==> config.mk <==
export PLATFORM = sky130hd
export DESIGN_NAME = id_stage
export DESIGN_NICKNAME = d
export VERILOG_FILES = /design/src/rtl/id_stage.sv
export SDC_FILE = /design/constraint.sdc
export NUM_CORES = 1
export LEC_CHECK = 0
export CAP_MARGIN = 40
export CORE_AREA = 2 2 132 134
export CTS_CLUSTER_SIZE = 25
export DETAILED_ROUTE_END_ITERATION = 10
export DIE_AREA = 0 0 134 136
export PLACE_DENSITY_LB_ADDON = 0.08
export SLEW_MARGIN = 40
export SYNTH_ARGS = -nofsm -noshare
export SYNTH_HDL_FRONTEND = slang
export SYNTH_SLANG_ARGS = --single-unit
export TNS_END_PERCENT = 1
==> constraint.sdc <==
create_clock -name clk -period 3 [get_ports clk]
set_clock_uncertainty 0.2 [all_clocks]
set_input_delay 0.45 -clock clk [delete_from_list [all_inputs] [get_ports clk]]
set_output_delay 0.45 -clock clk [all_outputs]
set_load 0.03 [all_outputs]
==> src/rtl/id_stage.sv <==
// Instruction-decode stage sitting in front of the 32x32 register file.
// Decodes the fetched word, drives register file read addresses, bypasses a
// same-cycle writeback, detects load-use hazards and owns the ID/EX register.
module id_stage #(
    parameter int XLEN = 32,
    parameter int AW   = 5
) (
    input  logic            clk,
    input  logic            rst_n,
    input  logic            if_valid,
    output logic            if_ready,
    input  logic [XLEN-1:0] if_instr,
    input  logic [XLEN-1:0] if_pc,
    output logic [AW-1:0]   ra1,
    output logic [AW-1:0]   ra2,
    input  logic [XLEN-1:0] rd1,
    input  logic [XLEN-1:0] rd2,
    input  logic            wb_we,
    input  logic [AW-1:0]   wb_wa,
    input  logic [XLEN-1:0] wb_wd,
    output logic            ex_valid,
    input  logic            ex_ready,
    output logic [XLEN-1:0] ex_pc,
    output logic [XLEN-1:0] ex_op_a,
    output logic [XLEN-1:0] ex_op_b,
    output logic [XLEN-1:0] ex_imm,
    output logic [5:0]      ex_opcode,
    output logic [5:0]      ex_funct,
    output logic [AW-1:0]   ex_rd,
    output logic            ex_we,
    output logic            ex_is_load
);

    logic [5:0]      opcode;
    logic [5:0]      funct;
    logic [AW-1:0]   rs;
    logic [AW-1:0]   rt;
    logic [AW-1:0]   dest;
    logic            uses_rt;
    logic            dec_we;
    logic            dec_load;
    logic [AW-1:0]   dec_rd;
    logic [XLEN-1:0] dec_imm;
    logic [XLEN-1:0] op_a;
    logic [XLEN-1:0] op_b;
    logic            hz;
    logic            adv;
    logic            load_payload;

    assign opcode = if_instr[31:26];
    assign funct  = if_instr[5:0];
    assign rs     = if_instr[25:21];
    assign rt     = if_instr[20:16];
    assign ra1    = rs;
    assign ra2    = rt;

    // Instruction class decode: destination, rt usage, write enable, load flag.
    always_comb begin
        dest     = rt;
        uses_rt  = 1'b0;
        dec_we   = 1'b1;
        dec_load = 1'b0;
        case (opcode)
            6'h00: begin
                dest    = if_instr[15:11];
                uses_rt = 1'b1;
            end
            6'h23: dec_load = 1'b1;
            6'h2B, 6'h04, 6'h05: begin
                dec_we  = 1'b0;
                uses_rt = 1'b1;
            end
            default: ;
        endcase
        if (dest == '0) begin
            dec_we = 1'b0;
        end
        dec_rd = dec_we ? dest : '0;
    end

    // Logical immediates are zero-extended, everything else sign-extended.
    always_comb begin
        case (opcode)
            6'h0C, 6'h0D, 6'h0E: dec_imm = {{(XLEN-16){1'b0}}, if_instr[15:0]};
            default:             dec_imm = {{(XLEN-16){if_instr[15]}}, if_instr[15:0]};
        endcase
    end

    // Operand select: r0 reads zero, a same-cycle writeback wins over stale file data.
    always_comb begin
        if (rs == '0) begin
            op_a = '0;
        end else if (wb_we && (wb_wa == rs)) begin
            op_a = wb_wd;
        end else begin
            op_a = rd1;
        end
        if (rt == '0) begin
            op_b = '0;
        end else if (wb_we && (wb_wa == rt)) begin
            op_b = wb_wd;
        end else begin
            op_b = rd2;
        end
    end

    // Load-use hazard against the load currently held in ID/EX.
    always_comb begin
        hz = ex_valid && ex_is_load && ex_we && (ex_rd != '0) &&
             ((ex_rd == rs) || (uses_rt && (ex_rd == rt)));
    end

    assign adv          = !ex_valid || ex_ready;
    assign if_ready     = adv && !hz;
    assign load_payload = adv && if_valid && !hz;

    // ID/EX valid bit: advances whenever EX can take a new entry.
    always_ff @(posedge clk or negedge rst_n) begin
        if (!rst_n) begin
            ex_valid <= 1'b0;
        end else if (adv) begin
            ex_valid <= if_valid && !hz;
        end
    end

    // ID/EX payload: only overwritten by an accepted instruction, otherwise held.
    always_ff @(posedge clk or negedge rst_n) begin
        if (!rst_n) begin
            ex_pc      <= '0;
            ex_op_a    <= '0;
            ex_op_b    <= '0;
            ex_imm     <= '0;
            ex_opcode  <= '0;
            ex_funct   <= '0;
            ex_rd      <= '0;
            ex_we      <= 1'b0;
            ex_is_load <= 1'b0;
        end else if (load_payload) begin
            ex_pc      <= if_pc;
            ex_op_a    <= op_a;
            ex_op_b    <= op_b;
            ex_imm     <= dec_imm;
            ex_opcode  <= opcode;
            ex_funct   <= funct;
            ex_rd      <= dec_rd;
            ex_we      <= dec_we;
            ex_is_load <= dec_load;
        end
    end

endmodule

# After elaboration in Yosys (flattened, before gate mapping)
# Index checks and enable logic that the tools add are counted.
op_classes:
  eq_ne: 11
  n_reduce_logical: 23
  mux: 11
ops:
  columns: ["operator", "count"]
  rows:
  - ["32-bit two-way mux", 5]
  - ["5-bit == test", 4]
  - ["6-bit by 4-bit == test with 1-bit output, second input constant", 3]
  - ["5-bit logical NOT", 3]
  - ["6-bit by 3-bit == test with 1-bit output, second input constant", 2]
  - ["6-bit == test, second input constant", 2]
  - ["1-bit logical AND", 11]
  - ["5-bit two-way mux", 2]
  - ["6-bit logical NOT", 1]
  - ["3-bit OR reduction", 2]
  - ["5-bit nonzero test", 1]
  - ["1-bit two-way mux", 4]
  - ["4-bit OR reduction", 1]
  - ["1-bit logical NOT", 2]
  - ["1-bit logical OR", 2]
totals:
  in_bits: 170
  out_inout_bits: 159
  regBits: 148

# Depth between registers and ports, before layout
logic_depth:
  ltp_word: 8
  mapped_depth: 8
  mapped_depth_nobuf: 5

# Worst setup path before layout
# Ideal clock, no wire load.
synth_path:
  kind: "register -> output"
  from: "register ex_rd[1]"
  to: "output port if_ready"
  stages_incl_launch_ff: 5
  arrival_ns: 1.995
  setup_slack_ns: 0.355
  t_required_ns: 2.350
  path_buffers: 0
  cell_sequence: "dfrtp_1 > or4_1 > o211ai_2 > a21oi_1 > o21ai_0"
synth_between:
  elab_chain_len: 6
synth_rtl:
  columns: ["element", "line_no", "source"]
  rows:
  - ["start: declaration", "29", "output logic [AW-1:0] ex_rd,"]
  - ["start signal: assignment", "145", "ex_rd <= dec_rd;"]
  - ["5-bit == test", "110", "((ex_rd == rs) || (uses_rt && (ex_rd == rt)));"]
  - ["1-bit logical AND", "110", null]
  - ["1-bit logical OR", "110", null]
  - ["1-bit logical AND *", "109", "hz = ex_valid && ex_is_load && ex_we && (ex_rd != '0) &&"]
  - ["1-bit logical NOT *", "114", "assign if_ready = adv && !hz;"]
  - ["1-bit logical AND *", "114", null]
  - ["end: declaration", "11", "output logic if_ready,"]
# Mark *: on every way between the ends. The rest lies on a longest branch, timed or not.

# Final worst setup path
layout_path:
  from: "input port if_instr[31]"
  to: "output port if_ready"
layout_between:
  elab_chain_len: 8
layout_rtl:
  columns: ["element", "line_no", "source"]
  rows:
  - ["start: declaration", "12", "input logic [XLEN-1:0] if_instr,"]
  - ["6-bit == test (tied with other cells)", "63", "case (opcode)"]
  - ["4-bit OR reduction (no source line) *", null, null]
  - ["1-bit two-way mux *", "63", null]
  - ["1-bit logical AND *", "110", null]
  - ["1-bit logical OR *", "110", null]
  - ["1-bit logical AND *", "109", null]
  - ["1-bit logical NOT *", "114", null]
  - ["1-bit logical AND *", "114", null]
# Marked as above.

==> results_dict.tcl <==
set metrics [dict create \
    wirelength_um 22100 \
    slowest_delay_ns 0.54 \
    ys_seq_area_frac 0.471 \
    grt_max_degree 66 \
    worst-path-buf-inv 2 \
    fin_area_um2 10800 \
    place_hpwl_um 15800 \
    cp_data_arrival_time_ns 2.26 \
    crit_family "simple AND/OR/NAND/NOR gates" \
    ir_drop_uv 372 \
    clk_latency_ns 0.41 \
    final-hold-violation-count 0 \
    finalPower_w 0.00646 \
    gp_congestion 0.790 \
    avgSynthCellArea_um2 12.5 \
    root_buffer "clkbuf_16" \
    crit_path_end_kind "primary output" \
    worstPathCellList "clkdlybuf4s50_1 > and4b_1 > a22oi_1 > or4_1 > a21oi_1 > o21ai_0 > buf_4" \
    grt_pass1_wl_um 33700 \
    syn_inst 538 \
    drtAntennaViolNets 0 \
    final_common_cell "clkdlybuf4s50_1" \
    num_vias 5802 \
    synth-seq-cells 127 \
    rrSetupSlack_ns 0.36 \
    n_antenna_cell 0 \
    path_class "in -> out" \
    cts_buffers 17 \
    drc_errors 0 \
    cts_tree "built" \
    worstPathMaxFanout 4 \
    syn-num-nets 708 \
    areaGrowthSynthToFinish_pct 60.0 \
    rows 48 \
    hp-class "reg -> reg" \
    tightest_slew_ns 0.740 \
    grt_overflow 0 \
    fin_crit_ns 2.91 \
    drive_gt1_frac 0.205 \
    p_leak_nw 4.08 \
    die_w_um 134 \
    final-setup-viol-count 0 \
    antenna_found_initial 0 \
    final_cell_mix "clkdlybuf4s50_1 (326), dfrtp_1 (127), mux2i_1 (69)" \
    nets 998 \
    viasPerCell 5.44 \
    synth.distinct_cells 34 \
    max_slew_margin 0.507 \
    design.die.area_um2 18200 \
    routedWlPerCell_um 20.7 \
    final-max-slew-violation-count 0 \
    syn-cell-area_um2 6750 \
    dr.first_iter.drc_count 394 \
    crit_cells 7 \
    required_ns 2.35 \
    place_area_um2 10200 \
    start_kind "input pin" \
    worstHoldPathCells 1 \
    slowest_stage "clkdlybuf4s50_1" \
    io_buffers 328 \
    grt_pass1_vias 5962 \
    p_per_area_nw_per_um2 598 \
    core_um2 16900 \
    start_util 0.400 \
    post-route-period-util 0.971 \
    maxCapViolations 0 \
    dieHeight_um 136 \
    setup_tns_ns 0 \
    r2r_cells 7 \
    clk_pin_slew_ns 0.06 \
    fillerInstances 1312 \
    drtPass1Iterations 4 \
    status "finished, final reports clean" \
    ioPinCount 329 \
    clock-sinks 127 \
    synth_warnings 0 \
    timing.fmax_mhz 343 \
    cts_buffer_depth 2 \
    htree_levels 4 \
    grtUsageTotal 0.236 \
]
-- registers in the layout, indices dropped and copies added, names as in the netlist --
| signal | cells |
|---|---|
| ex_is_load | 1 |
| ex_valid | 1 |
| ex_imm | 17 |
| ex_pc | 32 |
| ex_op_b | 32 |
| ex_opcode | 6 |
| ex_op_a | 32 |
| ex_we | 1 |
| ex_rd | 5 |
-- metrics by stage --
step           setup slack [ns]  utilization  hold slack [ns]  std cells
2_1_floorplan             0.355            -          -0.0456        538
5_1_grt                 -0.0136        0.640            0.321       1066
4_1_cts                  0.0591        0.639            0.309       1065
3_5_place_dp            -0.0293        0.602            0.292       1032
3_3_place_gp             0.0121        0.602            0.286       1032
6_report                 0.0875        0.640            0.306       1066
-- worst paths after layout --
check | start | end
max | if_instr[31] | if_ready
min | ex_pc[8] | ex_pc[8]
max reg2reg | ex_rd[1] | ex_op_a[10]
min reg2reg | ex_pc[8] | ex_pc[8]
max in group asynchronous | rst_n | ex_op_b[18]
min in group asynchronous | rst_n | ex_op_a[4]
-- where the power goes --
group / leakage, nW / switching (W) / internal [W]
clock network: 0.283 / 0.000747 / 0.00138
logic: 2.28 / 0.00117 / 0.00102
registers: 1.52 / 0.000165 / 0.00197
-- per-layer routing --
metal  global-route usage  vias up  part of all wire
met2                0.395      268              0.49
met5                    0        -                 0
li1                     -     2650                 -
met4               0.0650        0             0.014
met1                0.293     2865              0.40
met3               0.0802       19             0.091
-- area by class of cell --
type	instances	area (µm²)	area share
clock inverters	11	165	0.0153
flip-flops and latches	127	3180	0.294
multi-input cells	320	3110	0.288
well taps	225	282	0.0261
clock buffers	21	440	0.0408
repair buffers	358	3610	0.334
inverters	4	15.0	0.00139
-- synth_stat cells --
cell / number / area, µm²
xnor2_1: 8 / 70.1
nor2_1: 8 / 30.0
inv_1: 4 / 15.0
buf_4: 31 / 233
xor2_1: 12 / 105
nor3_1: 4 / 20.0
buf_1: 2 / 7.51
o211ai_2: 1 / 12.5
o31ai_1: 24 / 180
or4_1: 5 / 37.5
mux2i_1: 69 / 691
a211oi_1: 3 / 22.5
a22oi_1: 2 / 15.0
clkbuf_1: 39 / 146
o221ai_1: 64 / 561
a21oi_1: 2 / 10.0
dfrtp_1: 127 / 3180
buf_2: 10 / 50.1
nor3b_1: 1 / 7.51
nand4_1: 1 / 6.26
a311o_1: 1 / 10.0
and4b_1: 1 / 10.0
nor4_1: 3 / 18.8
o22a_1: 1 / 8.76
o22ai_1: 1 / 6.26
o31ai_2: 40 / 500
o21ai_0: 1 / 5.00
a31oi_1: 1 / 6.26
nand2_1: 1 / 3.75
mux2_2: 62 / 698
and3_1: 2 / 12.5
buf_6: 5 / 56.3
nand2b_1: 1 / 6.26
nand3_1: 1 / 5.00
-- repair_timing --
| action | in CTS | in global routing |
|---|---|---|
| hold endpoints to repair | 42 | 0 |
| hold buffers | 1 | 0 |
| gates resized for setup | 0 | 1 |
| setup endpoints to repair | 0 | 1 |
| setup buffers | 0 | 1 |
-- worst register-to-register path: stages (launching register included) --
cell,delay (ns)
dfrtp_1,0.44
or4_1,0.57
o211ai_2,0.28
a21oi_4,0.10
o22a_4,0.26
buf_4,0.21
buf_12,0.19
o31ai_1,0.29
-- cell families (layout without fill, tap and decap cells) --
logic type             Yosys count  in the layout  synth area share
AO/OA/AOI/OAI                  141            141             0.198
XOR/XNOR                        20             20            0.0260
buffers and inverters           91            394            0.0753
flip-flops                     127            127             0.471
multiplexers                   131            131             0.206
AND/OR/NAND/NOR                 28             28            0.0234
Note: power is estimated with default switching activity, not from simulation.
